[config.mk]
export PLATFORM = sky130hd
export DESIGN_NAME = bsg_link_ddr_credit_sched
export DESIGN_NICKNAME = d
export VERILOG_FILES = /design/src/rtl/bsg_link_sched_pkg.sv /design/src/rtl/bsg_link_sched_credit_ctr.sv /design/src/rtl/bsg_link_ddr_credit_sched.sv
export SDC_FILE = /design/constraint.sdc
export NUM_CORES = 1
export LEC_CHECK = 0
export CAP_MARGIN = 10
export CELL_PAD_IN_SITES_DETAIL_PLACEMENT = 1
export CELL_PAD_IN_SITES_GLOBAL_PLACEMENT = 1
export CORE_MARGIN = 2
export CORE_UTILIZATION = 35
export DETAILED_ROUTE_END_ITERATION = 6
export GPL_TIMING_DRIVEN = 1
export HOLD_SLACK_MARGIN = 0.08
export PLACE_DENSITY_LB_ADDON = 0.1
export REMOVE_ABC_BUFFERS = 1
export SYNTH_ARGS = -nofsm -noshare
export SYNTH_HDL_FRONTEND = slang
export SYNTH_SLANG_ARGS = --single-unit
[constraint.sdc]
create_clock -name clk_i -period 3.3 [get_ports clk_i]
set_clock_uncertainty 0.05 [all_clocks]
set_input_delay 0.495 -clock clk_i [delete_from_list [all_inputs] [get_ports clk_i]]
set_output_delay 0.495 -clock clk_i [all_outputs]
set_load 0.1 [all_outputs]
[src/rtl/bsg_link_sched_pkg.sv]
`default_nettype none
// ============================================================================
// Module   : bsg_link_sched_pkg
// Purpose  : Shared state encoding and credit sizing helpers for the DDR link
//            credit scheduler.
// Revision : 1.0 - initial release
// ============================================================================
package bsg_link_sched_pkg;

    typedef enum logic [1:0] {
        ST_IDLE  = 2'd0,
        ST_INIT  = 2'd1,
        ST_RUN   = 2'd2,
        ST_DRAIN = 2'd3
    } sched_state_e;

    // One extra bit so a full FIFO's worth of credit is representable.
    function automatic int credit_width(input int lg_fifo_depth);
        return lg_fifo_depth + 1;
    endfunction

    function automatic int credits_per_token(input int lg_credit_decimation);
        return 1 << lg_credit_decimation;
    endfunction

endpackage
`default_nettype wire

[src/rtl/bsg_link_sched_credit_ctr.sv]
`default_nettype none
// ============================================================================
// Module   : bsg_link_sched_credit_ctr
// Purpose  : Per-channel token edge detector and credit counter.
//            Optional overflow clamp/flag: BSG_LINK_SCHED_CREDIT_CHECK_EN.
// Revision : 1.0 - initial release
// ============================================================================
module bsg_link_sched_credit_ctr
    import bsg_link_sched_pkg::*;
#(
    parameter int  LG_FIFO_DEPTH        = 6,
    parameter int  LG_CREDIT_DECIMATION = 2,
    localparam int CW                   = credit_width(LG_FIFO_DEPTH)
) (
    input  logic          clk_i,
    input  logic          reset_i,
    input  logic          token_i,
    input  logic          grant_i,
    output logic [CW-1:0] credit_o,
    output logic          full_o,
    output logic          error_o
);

    localparam logic [CW-1:0] c_full = CW'(1) << LG_FIFO_DEPTH;
    localparam logic [CW-1:0] c_inc  = CW'(credits_per_token(LG_CREDIT_DECIMATION));

    logic          r_token;
    logic          r_edge;
    logic [CW-1:0] r_credit;
    logic [CW-1:0] w_credit_next;

    // The edge is registered so a return lands in the counter two cycles out.
    always_ff @(posedge clk_i or posedge reset_i) begin
        if (reset_i) begin
            r_token <= 1'b0;
            r_edge  <= 1'b0;
        end else begin
            r_token <= token_i;
            r_edge  <= token_i ^ r_token;
        end
    end

`ifdef BSG_LINK_SCHED_CREDIT_CHECK_EN
    logic [CW:0] w_sum;
    logic        w_over;
    logic        r_error;

    always_comb begin
        w_sum         = {1'b0, r_credit} - {{CW{1'b0}}, grant_i}
                        + (r_edge ? {1'b0, c_inc} : {(CW+1){1'b0}});
        w_over        = (w_sum > {1'b0, c_full});
        w_credit_next = w_over ? c_full : w_sum[CW-1:0];
    end

    always_ff @(posedge clk_i or posedge reset_i) begin
        if (reset_i) begin
            r_error <= 1'b0;
        end else if (w_over) begin
            r_error <= 1'b1;
        end
    end

    assign error_o = r_error;
`else
    always_comb begin
        w_credit_next = r_credit - CW'(grant_i) + (r_edge ? c_inc : {CW{1'b0}});
    end

    assign error_o = 1'b0;
`endif

    always_ff @(posedge clk_i or posedge reset_i) begin
        if (reset_i) begin
            r_credit <= c_full;
        end else begin
            r_credit <= w_credit_next;
        end
    end

    assign credit_o = r_credit;
    assign full_o   = (r_credit == c_full);

endmodule
`default_nettype wire

[src/rtl/bsg_link_ddr_credit_sched.sv]
`default_nettype none
// ============================================================================
// Module   : bsg_link_ddr_credit_sched
// Purpose  : Round-robin, credit-gated transmit scheduler for the DDR link.
//            Optional overflow clamp/flag: BSG_LINK_SCHED_CREDIT_CHECK_EN.
// Revision : 1.0 - initial release
// ============================================================================
module bsg_link_ddr_credit_sched
    import bsg_link_sched_pkg::*;
#(
    parameter int  NUM_CH               = 2,
    parameter int  WIDTH                = 16,
    parameter int  LG_FIFO_DEPTH        = 6,
    parameter int  LG_CREDIT_DECIMATION = 2,
    parameter int  INIT_CYCLES          = 8,
    localparam int CH_W                 = (NUM_CH > 1) ? $clog2(NUM_CH) : 1,
    localparam int CW                   = credit_width(LG_FIFO_DEPTH)
) (
    input  logic                   clk_i,
    input  logic                   reset_i,
    input  logic                   enable_i,
    input  logic [NUM_CH-1:0]      req_v_i,
    input  logic [NUM_CH*WIDTH-1:0] req_data_i,
    output logic [NUM_CH-1:0]      grant_o,
    output logic                   link_v_o,
    output logic [WIDTH-1:0]       link_data_o,
    output logic [CH_W-1:0]        link_ch_o,
    input  logic                   link_ready_i,
    input  logic [NUM_CH-1:0]      token_i,
    output logic [NUM_CH*CW-1:0]   credit_o,
    output logic                   drained_o,
    output logic                   error_o
);

    localparam int              CNT_W       = (INIT_CYCLES > 1) ? $clog2(INIT_CYCLES) : 1;
    localparam logic [CNT_W-1:0] c_init_last = CNT_W'(INIT_CYCLES - 1);

    sched_state_e      r_state;
    sched_state_e      w_state_next;
    logic [CNT_W-1:0]  r_init_cnt;
    logic [CH_W-1:0]   r_last_grant;
    logic [CH_W-1:0]   w_sel;
    logic [WIDTH-1:0]  w_sel_data;
    logic              w_found;
    logic              w_free;
    logic              w_fire;
    logic              w_run;
    logic              w_all_full;
    logic [NUM_CH-1:0] w_elig;
    logic [NUM_CH-1:0] w_has_credit;
    logic [NUM_CH-1:0] w_full;
    logic [NUM_CH-1:0] w_err;

    for (genvar c = 0; c < NUM_CH; c++) begin : g_ch
        bsg_link_sched_credit_ctr #(
            .LG_FIFO_DEPTH        (LG_FIFO_DEPTH),
            .LG_CREDIT_DECIMATION (LG_CREDIT_DECIMATION)
        ) u_ctr (
            .clk_i    (clk_i),
            .reset_i  (reset_i),
            .token_i  (token_i[c]),
            .grant_i  (grant_o[c]),
            .credit_o (credit_o[c*CW +: CW]),
            .full_o   (w_full[c]),
            .error_o  (w_err[c])
        );
        assign w_has_credit[c] = |credit_o[c*CW +: CW];
    end

    assign w_all_full = &w_full;
    assign error_o    = |w_err;

    always_ff @(posedge clk_i or posedge reset_i) begin
        if (reset_i) begin
            r_state    <= ST_IDLE;
            r_init_cnt <= '0;
        end else begin
            r_state    <= w_state_next;
            r_init_cnt <= (r_state == ST_INIT) ? r_init_cnt + 1'b1 : '0;
        end
    end

    always_comb begin
        w_state_next = r_state;
        case (r_state)
            ST_IDLE:  if (enable_i) w_state_next = ST_INIT;
            ST_INIT:  if (r_init_cnt == c_init_last) w_state_next = ST_RUN;
            ST_RUN:   if (!enable_i) w_state_next = ST_DRAIN;
            ST_DRAIN: begin
                if (!link_v_o && w_all_full) begin
                    w_state_next = ST_IDLE;
                end else if (enable_i) begin
                    w_state_next = ST_RUN;
                end
            end
            default:  w_state_next = ST_IDLE;
        endcase
    end

    always_comb begin
        w_run     = (r_state == ST_RUN);
        drained_o = (r_state == ST_IDLE) && w_all_full;
    end

    // Round robin: first pass covers channels above last_grant, second wraps.
    always_comb begin
        w_free     = !link_v_o || link_ready_i;
        w_elig     = w_run ? (req_v_i & w_has_credit) : '0;
        w_found    = 1'b0;
        w_sel      = '0;
        w_sel_data = '0;
        for (int c = 0; c < NUM_CH; c++) begin
            if (!w_found && w_elig[c] && (CH_W'(c) > r_last_grant)) begin
                w_found = 1'b1;
                w_sel   = CH_W'(c);
            end
        end
        for (int c = 0; c < NUM_CH; c++) begin
            if (!w_found && w_elig[c]) begin
                w_found = 1'b1;
                w_sel   = CH_W'(c);
            end
        end
        for (int c = 0; c < NUM_CH; c++) begin
            if (w_sel == CH_W'(c)) begin
                w_sel_data = req_data_i[c*WIDTH +: WIDTH];
            end
        end
        w_fire  = w_found && w_free;
        grant_o = '0;
        for (int c = 0; c < NUM_CH; c++) begin
            grant_o[c] = w_fire && (w_sel == CH_W'(c));
        end
    end

    always_ff @(posedge clk_i or posedge reset_i) begin
        if (reset_i) begin
            link_v_o     <= 1'b0;
            link_data_o  <= '0;
            link_ch_o    <= '0;
            r_last_grant <= CH_W'(NUM_CH - 1);
        end else if (w_fire) begin
            link_v_o     <= 1'b1;
            link_data_o  <= w_sel_data;
            link_ch_o    <= w_sel;
            r_last_grant <= w_sel;
        end else if (link_ready_i) begin
            link_v_o     <= 1'b0;
        end
    end

endmodule
`default_nettype wire

==> flow_summary.toml <==
[drt]
first_pass_iters = 4
wl_per_cell_um = 16.3
routed_via_density = 5.04
wirelength_um = 5710
final_antenna_net_count = 0
drtIter0Drc = 56
vias = 1769
drc = 0

[die]
dieWidth_um = 84.9
die-area_um2 = 7210
initial_core_util_pct = 36.1
ioPinCount = 76
die_y_um = 84.9
rows = 29
coreArea_um2 = 6350

[logic_synthesis]
yosys.area.top_type = "dfrtp_1"
async_flop_share_pct = 100
synth_area_um2 = 2290
synth_cells = 198
synth_top_family_by_area = "simple AND/OR/NAND/NOR gates"
synth-seq-cells = 42
avgSynthCellArea_um2 = 11.6
synth_cell_types = 37
synth_compound_area_share_pct = 14.6
ys.flop_type = "dfrtp_1"
yosys_warnings = 0
netlist.area_leader.share_pct = 42.6
synth_edf_count = 0
synth_xor_area_share_pct = 4.59
yosysSeqAreaShare_pct = 46.0
synth.area.top_cells = "dfrtp_1, ha_1, a221o_2"
synth.area.mux_share_pct = 0
yosys.area_share.simple_pct = 14.8
synthAdderAreaFrac_pct = 11.6

[timing]
hold_viol_final = 0
finalMaxSlewViolations = 0
period_minus_slack_ps = 2920
setup_slack_ps = 377
timing.fmax_mhz = 342
worstMarginPinSlew_ps = 983
rsz0062_at_grt = "false"
holdWs_ps = 393
fin_setup_tns_ps = 0
fin_crit_sh_pct = 88.6
timing.final.setup_violations = 0
slew_headroom_pct = 34.2

[critical_path]
cp.required_ps = 3470
endpoint_kind = "flip-flop"
critical_path_class = "reg -> reg"
cp.arrival_ps = 3090
reg2regPathDepth = 13
start_kind = "flip-flop"
worstPathMaxFanout = 3

[min_path]
min_path_type = "reg -> reg"
whs_path_depth = 1

[run]
drv_cap = 0

[placement]
hpwl_um = 4120
port_buffers = 74
place_ws_ps = 38.8
gp_congestion = 0.691

[global_route]
track_usage_pct = 16.5
grt_pass1_wl_um = 9340
grt_pass1_vias = 1927
antenna_found_initial = 0
grt_max_degree = 43
grt-ovfl-total = 0

[final_layout]
fin_util_pct = 49.9
layout_commonest_cell = "clkdlybuf4s50_1"
area_growth_pct = 38.3
drive_gt1_share_pct = 22.3
n_antenna_cell = 0
final_cell_mix = "clkdlybuf4s50_1, dfrtp_1, inv_1, buf_4, ha_1"
layout.nets = 333

[cts]
h-tree-depth = 2
clk_latency_ps = 290
post_cts_buffers = 0
cts.sinks = 42
cts_root_buf = "clkbuf_8"
cts_tree = "done"
clock_path_buffers = 2
cts_buffers = 5
clk_pin_slew_ps = 80

[run_status]
status = "finished clean"
layout make-up:
class / count / area, um2
clock buffer: 7 / 86.3
inverter: 27 / 101
multi-input combinational: 117 / 1050
sequential: 42 / 1050
timing repair buffer: 80 / 771
tap: 77 / 96.3
fill: 695 / 3180
clock inverter: 1 / 5.00
stage by stage:
step | area [um2] | instances
finish | 3170 | 351
global placement | 3070 | 343
global route | 3170 | 351
detailed placement | 3070 | 343
CTS | 3160 | 351
floorplan | 2200 | 186
layer usage:
metal  part of all wire, %  GRT usage (%)  wire length [um]  vias up
met3                   6.3           5.25               361        8
met4                   1.4           5.19                78        0
met1                    47           22.1              2670      870
li1                      -              -                 -      846
met5                     0              0                 0        -
met2                    46           25.6              2600       45
sequential cells by signal, indices dropped and copies added, names as in the netlist:
name and cells:
link_v_o 1, g_ch.u_ctr.credit_o 14, link_ch_o 1, link_data_o 16
r_last_grant 1, r_state 2, g_ch.u_ctr.r_edge 2, r_init_cnt 3
g_ch.u_ctr.r_token 2
repair_timing:
item                                    4_1_cts  5_1_grt
endpoints found under the setup margin        0        1
resized for setup                             0        1
hold buffers                                  0        0
cells by family after synthesis:
family,count (synthesis)
flip-flops,42
other,1
AO/OA/AOI/OAI,39
adder cells (fa/ha/maj),20
buffers and inverters,39
AND/OR/NAND/NOR,45
XOR/XNOR,12
worst max-delay path: stages, from the launching register on:
cell and delay [ps]:
dfrtp_1 400, inv_1 90, ha_1 160, nor4b_2 370, a21oi_1 170, nor3_1 170, buf_4 160, ha_1 130
inv_1 40, ha_1 200, fa_1 400, a21o_1 180, a21oi_1 190, xnor2_1 140
path summary, 6_finish.rpt:
check,start,end,slack [ps]
min in group asynchronous,reset_i,link_ch_o,570
hold / removal,r_init_cnt[0],r_init_cnt[0],390
setup reg to reg,g_ch[1].u_ctr.credit_o[4],g_ch[0].u_ctr.credit_o[5],380
max in group asynchronous,reset_i,r_last_grant,2240
setup / recovery,g_ch[1].u_ctr.credit_o[4],g_ch[0].u_ctr.credit_o[5],380
hold reg to reg,r_init_cnt[0],r_init_cnt[0],390
Yosys cell counts (all sizes together), types with 3 or more instances:
cell,n
a21o,6
a21oi,7
a221o,16
buf,10
dfrtp,39
dfstp,3
ha,18
inv,27
nand2,7
nand2b,3
nor2,3
nor2b,3
nor4b,17
o21ai,7
xnor2,8
xor2,4
Power is not shown: default switching activity piles up to over one toggle a cycle in this logic, so the estimate is an artifact.
